$ cat config.mk
export PLATFORM = sky130hd
export DESIGN_NAME = approx_mult_seq
export DESIGN_NICKNAME = d
export VERILOG_FILES = /design/src/rtl/approx_mult_pkg.sv /design/src/rtl/half_mult.sv /design/src/rtl/approx_mult_seq.sv
export SDC_FILE = /design/constraint.sdc
export NUM_CORES = 1
export LEC_CHECK = 0
export CAP_MARGIN = 15
export CORE_ASPECT_RATIO = 1.2
export CORE_MARGIN = 5
export CORE_UTILIZATION = 64
export CTS_CLUSTER_SIZE = 8
export DETAILED_ROUTE_END_ITERATION = 7
export DONT_BUFFER_PORTS = 1
export PLACE_DENSITY = 0.78
export SYNTH_ARGS = -nofsm -noshare
export SYNTH_HDL_FRONTEND = slang
export SYNTH_SLANG_ARGS = --single-unit
$ cat constraint.sdc
create_clock -name clk -period 6.8 [get_ports clk]
set_clock_uncertainty 0.05 [all_clocks]
set_input_delay 1.36 -clock clk [delete_from_list [all_inputs] [get_ports clk]]
set_output_delay 1.36 -clock clk [all_outputs]
set_load 0.01 [all_outputs]
$ cat src/rtl/approx_mult_pkg.sv
// Shared types and helpers for the approx_mult_seq quadrant multiplier.
//   state_t     : FSM states IDLE / CALC / DONE
//   Q_LL..Q_HH  : quadrant indices (LL, A_H*B_L, A_L*B_H, HH)
//   quad_shift  : left shift applied to a quadrant product before accumulation
package approx_mult_pkg;

    typedef enum logic [1:0] {
        IDLE = 2'd0,
        CALC = 2'd1,
        DONE = 2'd2
    } state_t;

    localparam logic [1:0] Q_LL = 2'd0;
    localparam logic [1:0] Q_HL = 2'd1;
    localparam logic [1:0] Q_LH = 2'd2;
    localparam logic [1:0] Q_HH = 2'd3;

    // Cross terms sit HALF bits up, the high-high term a full WIDTH up.
    function automatic int unsigned quad_shift(input logic [1:0] q, input int unsigned half);
        int unsigned sh;
        sh = 0;
        case (q)
            Q_LL:    sh = 0;
            Q_HL:    sh = half;
            Q_LH:    sh = half;
            Q_HH:    sh = 2 * half;
            default: sh = 0;
        endcase
        return sh;
    endfunction

endpackage

$ cat src/rtl/half_mult.sv
// Combinational HALF x HALF unsigned multiplier with optional low-bit truncation.
//   i_a, i_b  : HALF-bit operands
//   i_approx  : 1 -> zero the low TRUNC_BITS of the product
//   o_p       : 2*HALF-bit product
module half_mult #(
    parameter int unsigned HALF       = 4,
    parameter int unsigned TRUNC_BITS = 2
) (
    input  logic [HALF-1:0]   i_a,
    input  logic [HALF-1:0]   i_b,
    input  logic              i_approx,
    output logic [2*HALF-1:0] o_p
);

    localparam int unsigned PW = 2 * HALF;
    // All ones except the truncated low bits; all ones when TRUNC_BITS is 0.
    localparam logic [PW-1:0] TRUNC_MASK = ~PW'((64'd1 << TRUNC_BITS) - 64'd1);

    logic [PW-1:0] w_exact;

    assign w_exact = PW'(i_a) * PW'(i_b);
    assign o_p     = i_approx ? (w_exact & TRUNC_MASK) : w_exact;

endmodule

$ cat src/rtl/approx_mult_seq.sv
// Time-multiplexed recursive multiplier: the four HALF x HALF quadrant products are
// computed one per cycle on a shared half_mult and shift-accumulated. Each quadrant
// may be approximated (low-bit truncation) via APPROX_MASK unless mode_exact is set.
// Ports: clk, rst (async, active-high), in_valid/in_ready/a/b/mode_exact (input side),
//        out_valid/out_ready/p (output side), err_cnt (only with APPROX_MULT_ERR_STATS_EN,
//        counts delivered products that differ from the exact product, saturating).
module approx_mult_seq
    import approx_mult_pkg::*;
#(
    parameter int unsigned WIDTH       = 8,
    parameter logic [3:0]  APPROX_MASK = 4'b1000,
    parameter int unsigned TRUNC_BITS  = 2
) (
    input  logic               clk,
    input  logic               rst,
    input  logic               in_valid,
    output logic               in_ready,
    input  logic [WIDTH-1:0]   a,
    input  logic [WIDTH-1:0]   b,
    input  logic               mode_exact,
    output logic               out_valid,
    input  logic               out_ready,
    output logic [2*WIDTH-1:0] p
`ifdef APPROX_MULT_ERR_STATS_EN
    ,
    output logic [15:0]        err_cnt
`endif
);

    localparam int unsigned HALF = WIDTH / 2;
    localparam int unsigned PW   = 2 * WIDTH;

    state_t           r_state;
    logic [WIDTH-1:0] r_a;
    logic [WIDTH-1:0] r_b;
    logic             r_mode_exact;
    logic [1:0]       r_q;
    logic [PW-1:0]    r_acc;
    logic             r_in_ready;
    logic             r_out_valid;

    logic [HALF-1:0]  w_a_sel;
    logic [HALF-1:0]  w_b_sel;
    logic             w_approx;
    logic [WIDTH-1:0] w_sub;
    logic [PW-1:0]    w_addend;
    logic             w_accept;
    logic             w_deliver;

    // q[0] picks the high half of a, q[1] the high half of b.
    assign w_a_sel  = r_q[0] ? r_a[WIDTH-1:HALF] : r_a[HALF-1:0];
    assign w_b_sel  = r_q[1] ? r_b[WIDTH-1:HALF] : r_b[HALF-1:0];
    assign w_approx = ~r_mode_exact & APPROX_MASK[r_q];
    assign w_addend = PW'(w_sub) << quad_shift(r_q, HALF);

    assign w_accept  = (r_state == IDLE) && in_valid && r_in_ready;
    assign w_deliver = (r_state == DONE) && r_out_valid && out_ready;

    half_mult #(
        .HALF       (HALF),
        .TRUNC_BITS (TRUNC_BITS)
    ) u_half_mult (
        .i_a      (w_a_sel),
        .i_b      (w_b_sel),
        .i_approx (w_approx),
        .o_p      (w_sub)
    );

    // FSM, operand capture and accumulation.
    always_ff @(posedge clk or posedge rst) begin
        if (rst) begin
            r_state      <= IDLE;
            r_a          <= '0;
            r_b          <= '0;
            r_mode_exact <= 1'b0;
            r_q          <= '0;
            r_acc        <= '0;
            r_in_ready   <= 1'b1;
            r_out_valid  <= 1'b0;
        end else begin
            case (r_state)
                IDLE: begin
                    if (w_accept) begin
                        r_a          <= a;
                        r_b          <= b;
                        r_mode_exact <= mode_exact;
                        r_acc        <= '0;
                        r_q          <= '0;
                        r_in_ready   <= 1'b0;
                        r_state      <= CALC;
                    end
                end
                CALC: begin
                    r_acc <= r_acc + w_addend;
                    r_q   <= r_q + 2'd1;
                    if (r_q == Q_HH) begin
                        r_out_valid <= 1'b1;
                        r_state     <= DONE;
                    end
                end
                DONE: begin
                    if (w_deliver) begin
                        r_out_valid <= 1'b0;
                        r_in_ready  <= 1'b1;
                        r_state     <= IDLE;
                    end
                end
                default: begin
                    r_state     <= IDLE;
                    r_in_ready  <= 1'b1;
                    r_out_valid <= 1'b0;
                end
            endcase
        end
    end

    assign in_ready  = r_in_ready;
    assign out_valid = r_out_valid;
    assign p         = r_acc;

`ifdef APPROX_MULT_ERR_STATS_EN
    logic [PW-1:0] r_ref;
    logic [15:0]   r_err_cnt;

    // Exact reference captured at accept; compared on each delivered product.
    always_ff @(posedge clk or posedge rst) begin
        if (rst) begin
            r_ref     <= '0;
            r_err_cnt <= '0;
        end else begin
            if (w_accept) begin
                r_ref <= PW'(a) * PW'(b);
            end
            if (w_deliver && (r_acc != r_ref) && (r_err_cnt != 16'hFFFF)) begin
                r_err_cnt <= r_err_cnt + 16'd1;
            end
        end
    end

    assign err_cnt = r_err_cnt;
`endif

endmodule

Word level (Yosys, flattened, before mapping)

Cells that the tools add are included.

Register bits: 39
Input port bits: 21
Output and inout port bits: 18
Logic and storage cells: 58

Add/sub/neg operators: 2
Multiply operators: 1
Magnitude comparators: 1
Equality and inequality tests: 8
Shifts and indexed selects: 1
Multiplexer cells: 20
Bitwise logic cells: 4
Reduce and logical (&&, ||, !) cells: 13

Operators by type and width:

| operator                                             | number |
|---|---|
| one-hot mux 32 bit (3 select lines)                  | 1 |
| one-hot mux 16 bit (2 select lines)                  | 1 |
| << shifter 8 x 32 -> 16 bit                          | 1 |
| adder 16 bit                                         | 1 |
| two-way mux 16 bit                                   | 1 |
| two-way mux 2 bit                                    | 5 |
| AND reduction 3 bit                                  | 3 |
| multiplier 4 x 4 -> 8 bit                            | 1 |
| two-way mux 4 bit                                    | 2 |
| equality test 2 bit (second input constant)          | 3 |
| inequality test 2 bit (second input constant)        | 3 |
| one-hot mux 1 bit (3 select lines)                   | 2 |
| one-hot mux 2 bit (3 select lines)                   | 1 |
| two-way mux 1 bit                                    | 5 |
| equality test 2 x 1 -> 1 bit (second input constant) | 2 |
| logical AND 1 bit                                    | 4 |
| logical NOT 2 bit                                    | 2 |
| one-hot mux 2 bit (2 select lines)                   | 1 |
| AND reduction 2 bit                                  | 2 |
| < comparator 2 x 3 -> 1 bit (second input constant)  | 1 |
| inverter 1 bit                                       | 3 |
| adder 2 x 1 -> 2 bit (second input constant)         | 1 |
| binary-select mux 1 bit (select 2 bit)               | 1 |
| nonzero test 2 bit                                   | 1 |
| other kinds (2)                                      | 2 |

Depth between registers and ports, before layout

Word-level depth: 7
Depth in mapped cells: 21
Mapped depth without buffers: 20

Hierarchy

From an unflattened synthesis, not the netlist that was laid out.

Cell total of the unflattened synthesis: 298
Area total of the unflattened synthesis: 2,910.3 sq um

By module, submodules not included:

| module          | instances | cells each | area each (sq um) | seq. area each (sq um) |
|---|---|---|---|---|
| approx_mult_seq | 1         | 245        | 2,454.9           | 977.2 |
| half_mult       | 1         | 53         | 455.4             | 0.0 |

Least setup slack after synthesis

Ideal clock, no wire load.

Path type: flip-flop to flip-flop
Start point: register r_q[0]
End point: register r_acc[12] (netlist: p[12])
Setup time: 0.124 ns
Arrival: 4.576 ns
Required time: 6.626 ns
Setup slack: 2.050 ns
Cell stages (with the launch flop): 20
Path buffers: 1
Period minus slack after synthesis: 4.750 ns
Cell sequence: dfrtp_1 clkbuf_1 mux2i_1 or2_2 fa_1 inv_1 fa_1 inv_1 fa_1 o21bai_1 a21oi_1 xnor2_1 mux2i_1 nor2_1 ha_1 nand2_1 or4_4 nand3b_2 o31ai_1 o31a_1

Word-level cells in the longest chain between the ends: 7
Elaborated cells between the ends (all ways): 15
Classes of those cells: 1 x add/sub; 1 x mul; 3 x eq/ne; 1 x shift; 6 x mux; 1 x bitwise; 2 x reduce/logical

RTL lines:

| what                                                              | line                  | text |
|---|---|---|
| from (decl)                                                       | approx_mult_seq.sv:37 | `logic [1:0] r_q;` |
| from (signal assigned)                                            | approx_mult_seq.sv:95 | `r_q <= r_q + 2'd1;` |
| branches (longest 4 deep; another with multiplier 4 x 4 -> 8 bit) | n/a                   |  |
| << shifter 8 x 32 -> 16 bit (*)                                   | approx_mult_seq.sv:54 | `assign w_addend = PW'(w_sub) << quad_shift(r_q, HALF);` |
| adder 16 bit (*)                                                  | approx_mult_seq.sv:94 | `r_acc <= r_acc + w_addend;` |
| one-hot mux 16 bit (2 select lines) (*)                           | approx_mult_seq.sv:81 | `case (r_state)` |
| to (signal assigned)                                              | approx_mult_seq.sv:94 |  |
| to (decl)                                                         | approx_mult_seq.sv:38 | `logic [PW-1:0] r_acc;` |

Mark *: on every way between the ends. The select of a mux whose other input is x is not followed.
A chain may end at the register's enable or synchronous reset.

Worst setup path after layout

Start point: register r_q[0]
End point: register r_acc[14] (netlist: p[14])

Same word-level chain as after synthesis.

==> metrics.md <==
| Metric | Value |
|---|---|
| H-tree Lvls | 2 |
| Vias | 2245 |
| PnR worst setup slack | 1.63 ns |
| Top post-synthesis cells by area | dfrtp_1, ha_1, mux2_2 |
| Post-synthesis async set-or-reset flop share | 100% |
| Largest family of logic cells by synthesized area | compound AO/OA/AOI/OAI gates |
| Post-synthesis area per instance | 9.19 um^2 |
| Simple-gate area share of the yosys netlist | 14.9% |
| Worst-skew pair later-pin latency | 0.29 ns |
| Antenna violations before repair | 0 |
| Post-synth top area share | 32.9% |
| Final Cycle Share | 76.0% |
| Critical path endpoint category | flop |
| Sequential-to-total area share from yosys stat | 33.8% |
| Clk sinks | 39 |
| Initial core utilization | 66.9% |
| Die footprint | 5970 um^2 |
| Critical path class | reg2reg |
| DR iter-0 viols | 136 |
| Design Area, Final | 3050 um^2 |
| Share of layout cells above drive strength 1 | 12.9% |
| M1 wire length | 2.68 mm |
| Die width | 71.4 um |
| EDFF count, synth | 0 |
| DRT antenna net count | 0 |
| # IOs | 39 |
| F_max | 193 MHz |
| Final design utilization | 70.5% |
| Leak Pwr | 1.47 nW |
| Worst path required time | 6.89 ns |
| Nets | 364 |
| Largest net degree at the start of global routing | 40 |
| Synth warn | 0 |
| Grt total ovfl | 0 |
| Relative slew margins | 39.2% |
| Mux share of post-synthesis cell area | 10.5% |
| Final Total Pwr | 1.46 mW |
| Outcome | finished, final reports clean |
| CTS-repair resized insts | 0 |
| Maximum root-to-sink buffer count | 2 |
| Detail Placement HPWL | 4.84 mm |
| Postcts setup bufs | 0 |
| Cell with the most instances after synthesis | dfrtp_1 |
| Max-cap check violation count | 0 |
| Distinct cell type count after synthesis | 46 |
| CP Launch Type | flop |
| Core area | 4330 um^2 |
| Antenna cell count | 0 |
| Vias in the first global route | 2256 |
| VDD IR-drop max | 0.000259 V |
| Final Critical Period | 5.17 ns |
| Final setup fails | 0 |
| Slew @ Worst Pin | 0.910 ns |
| Area grow syn2layout | 5.40% |
| Cell area power density | 479 nW/um^2 |
| Max Slew Vio Count | 0 |
| Clk pin slew, worst setup/hold paths | 0.08 ns |
| CTS tree | built |
| Largest area contributor in the netlist | dfrtp_1 |
| Metal3 WL | 216 um |
| Hold Crit Class | reg2reg |
| Num CTS Buffers | 5 |
| Final wirelength | 6.37 mm |
| Crit path DAT | 5.26 ns |
| Dpl ws | 1.72 ns |
| Complex-gate fraction of the synthesized area | 16.7% |
| Mapped Cells | 315 |
| Wire length of the first global-routing pass | 10.7 mm |
| Pre-antenna DRT Iters | 4 |
| Drt wl/cell | 17.3 um |
| Met2 wire length | 3.36 mm |
| Final TNS setup | 0 ns |
| DIE HEIGHT | 83.7 um |
| Root buf cell | clkbuf_8 |
| Detailed-route vias per instance | 6.12 |
| Post-Synth XOR/XNOR Area | 4.84% |
| Syn nets | 369 |
| Row count | 26 |
| RePlAce Congestion | 0.891 |
| Gr usage total | 22.2% |
| Top_reg_cell synth | dfrtp_1 |
| Worst-path fanout max | 7 |
| # DRC | 0 |
| Post-synthesis adder-cell area fraction | 15.6% |
| Mapped cell area | 2890 um^2 |
| # hold bufs at CTS | 0 |
| Endpoints failing hold | 0 |
| RSZ-0062 raised after global routing | no |
| FF+latch count, synth | 39 |
| Cell Area, Placed | 2940 um^2 |
| FILL cells | 339 |
| Top routing layer in use | met4 |
| Port bufs | 0 |
| Post-synth top cells | dfrtp_1, nand2_1, nor2_1, ha_1, mux2_2 |
[through the flow]
step / hold WS [ns] / instances
after global routing: 0.488 / 367
final: 0.470 / 367
after detailed placement: 0.454 / 359
after floorplan: 0.430 / 315
after global placement: 0.441 / 359
after CTS: 0.474 / 367
[state kept, by name, summed over array words and instances (netlist names)]
signal,flops
p,16
r_a,8
r_b,8
r_q,2
r_state,2
in_ready,1
out_valid,1
r_mode_exact,1
[cell families (layout without fill, tap and decap cells)]
family          after synthesis  count (layout)
compound gates               76              76
xor+xnor                     16              16
fa+ha+maj                    33              33
buf+inv                      28              24
flops                        39              39
mux                          28              28
simple gates                 95              95
[layer usage]
metal  vias up  global-route usage [%]
met3        11                    4.34
met2        33                    38.3
li1       1106                       -
met5         -                       0
met4         0                    8.55
met1      1095                    26.7
[report_power, final]
group | leakage [nW] | internal (mW) | switching, mW | total [mW]
Sequential | 0.492 | 0.342 | 0.129 | 0.471
Clock | 0.0581 | 0.109 | 0.0889 | 0.198
Combinational | 0.924 | 0.339 | 0.452 | 0.790
[final cells by class]
type,count,area [um^2],area share [%]
timing repair buffer,2,15.0,0.492
clock buffer,5,68.8,2.26
clock inverter,3,43.8,1.44
tap,56,70.1,2.30
multi-input combinational,248,1820,59.8
inverter,14,52.6,1.72
sequential,39,977,32.0
[worst max-delay path, cell delays in order (launching register included)]
cell      delay [ns]
dfrtp_1         0.54
mux2i_1         0.21
or2_2           0.35
fa_1            0.54
inv_1           0.06
fa_1            0.52
ha_1            0.31
a21oi_1         0.21
o211ai_1        0.17
nor2_1          0.14
xor2_1          0.20
o22ai_1         0.12
ha_1            0.39
a21o_1          0.22
a21oi_1         0.24
nor3b_1         0.22
nand3_1         0.11
a21oi_1         0.17
xor2_1          0.15
o22ai_1         0.09
[cell usage in the layout, fill, tap and decap left out, types with 2 or more instances in the layout]
master / synthesis / layout
mux2i_1: 9 / 9
or2_2: 5 / 5
xnor2_1: 8 / 8
a211o_1: 2 / 2
buf_4: 0 / 2
ha_1: 28 / 28
dfrtp_1: 38 / 38
o22ai_1: 13 / 13
nor2_1: 31 / 31
nor3_1: 3 / 3
mux2_2: 19 / 19
nand3_1: 7 / 7
o211ai_1: 2 / 2
xor2_1: 8 / 8
a211oi_1: 2 / 2
o21bai_1: 3 / 3
clkbuf_8: 0 / 5
nor3b_1: 2 / 2
o21ai_0: 18 / 18
o32ai_1: 2 / 2
nand2_1: 37 / 37
o31ai_1: 2 / 2
and2_1: 2 / 2
a21oi_1: 16 / 16
fa_1: 5 / 5
a21o_1: 6 / 6
nor2b_1: 2 / 2
inv_1: 14 / 14
[worst paths after layout]
| path | start | endpoint | depth (start not counted) | slack, ns |
|---|---|---|---|---|
| min | r_a[6]$_DFFE_PP0P_ | r_a[6]$_DFFE_PP0P_ | 1 | 0.47 |
| min in group asynchronous | rst | p[9]$_DFFE_PP0P_ | 2 | 1.01 |
| min reg2reg | r_a[6]$_DFFE_PP0P_ | r_a[6]$_DFFE_PP0P_ | 1 | 0.47 |
| max reg2reg | r_q[0]$_DFFE_PP0P_ | p[14]$_DFFE_PP0P_ | 19 | 1.63 |
| max | r_q[0]$_DFFE_PP0P_ | p[14]$_DFFE_PP0P_ | 19 | 1.63 |
| max in group asynchronous | rst | in_ready$_DFFE_PP1P_ | 2 | 5.31 |
Power figures use the tool's default switching activity.
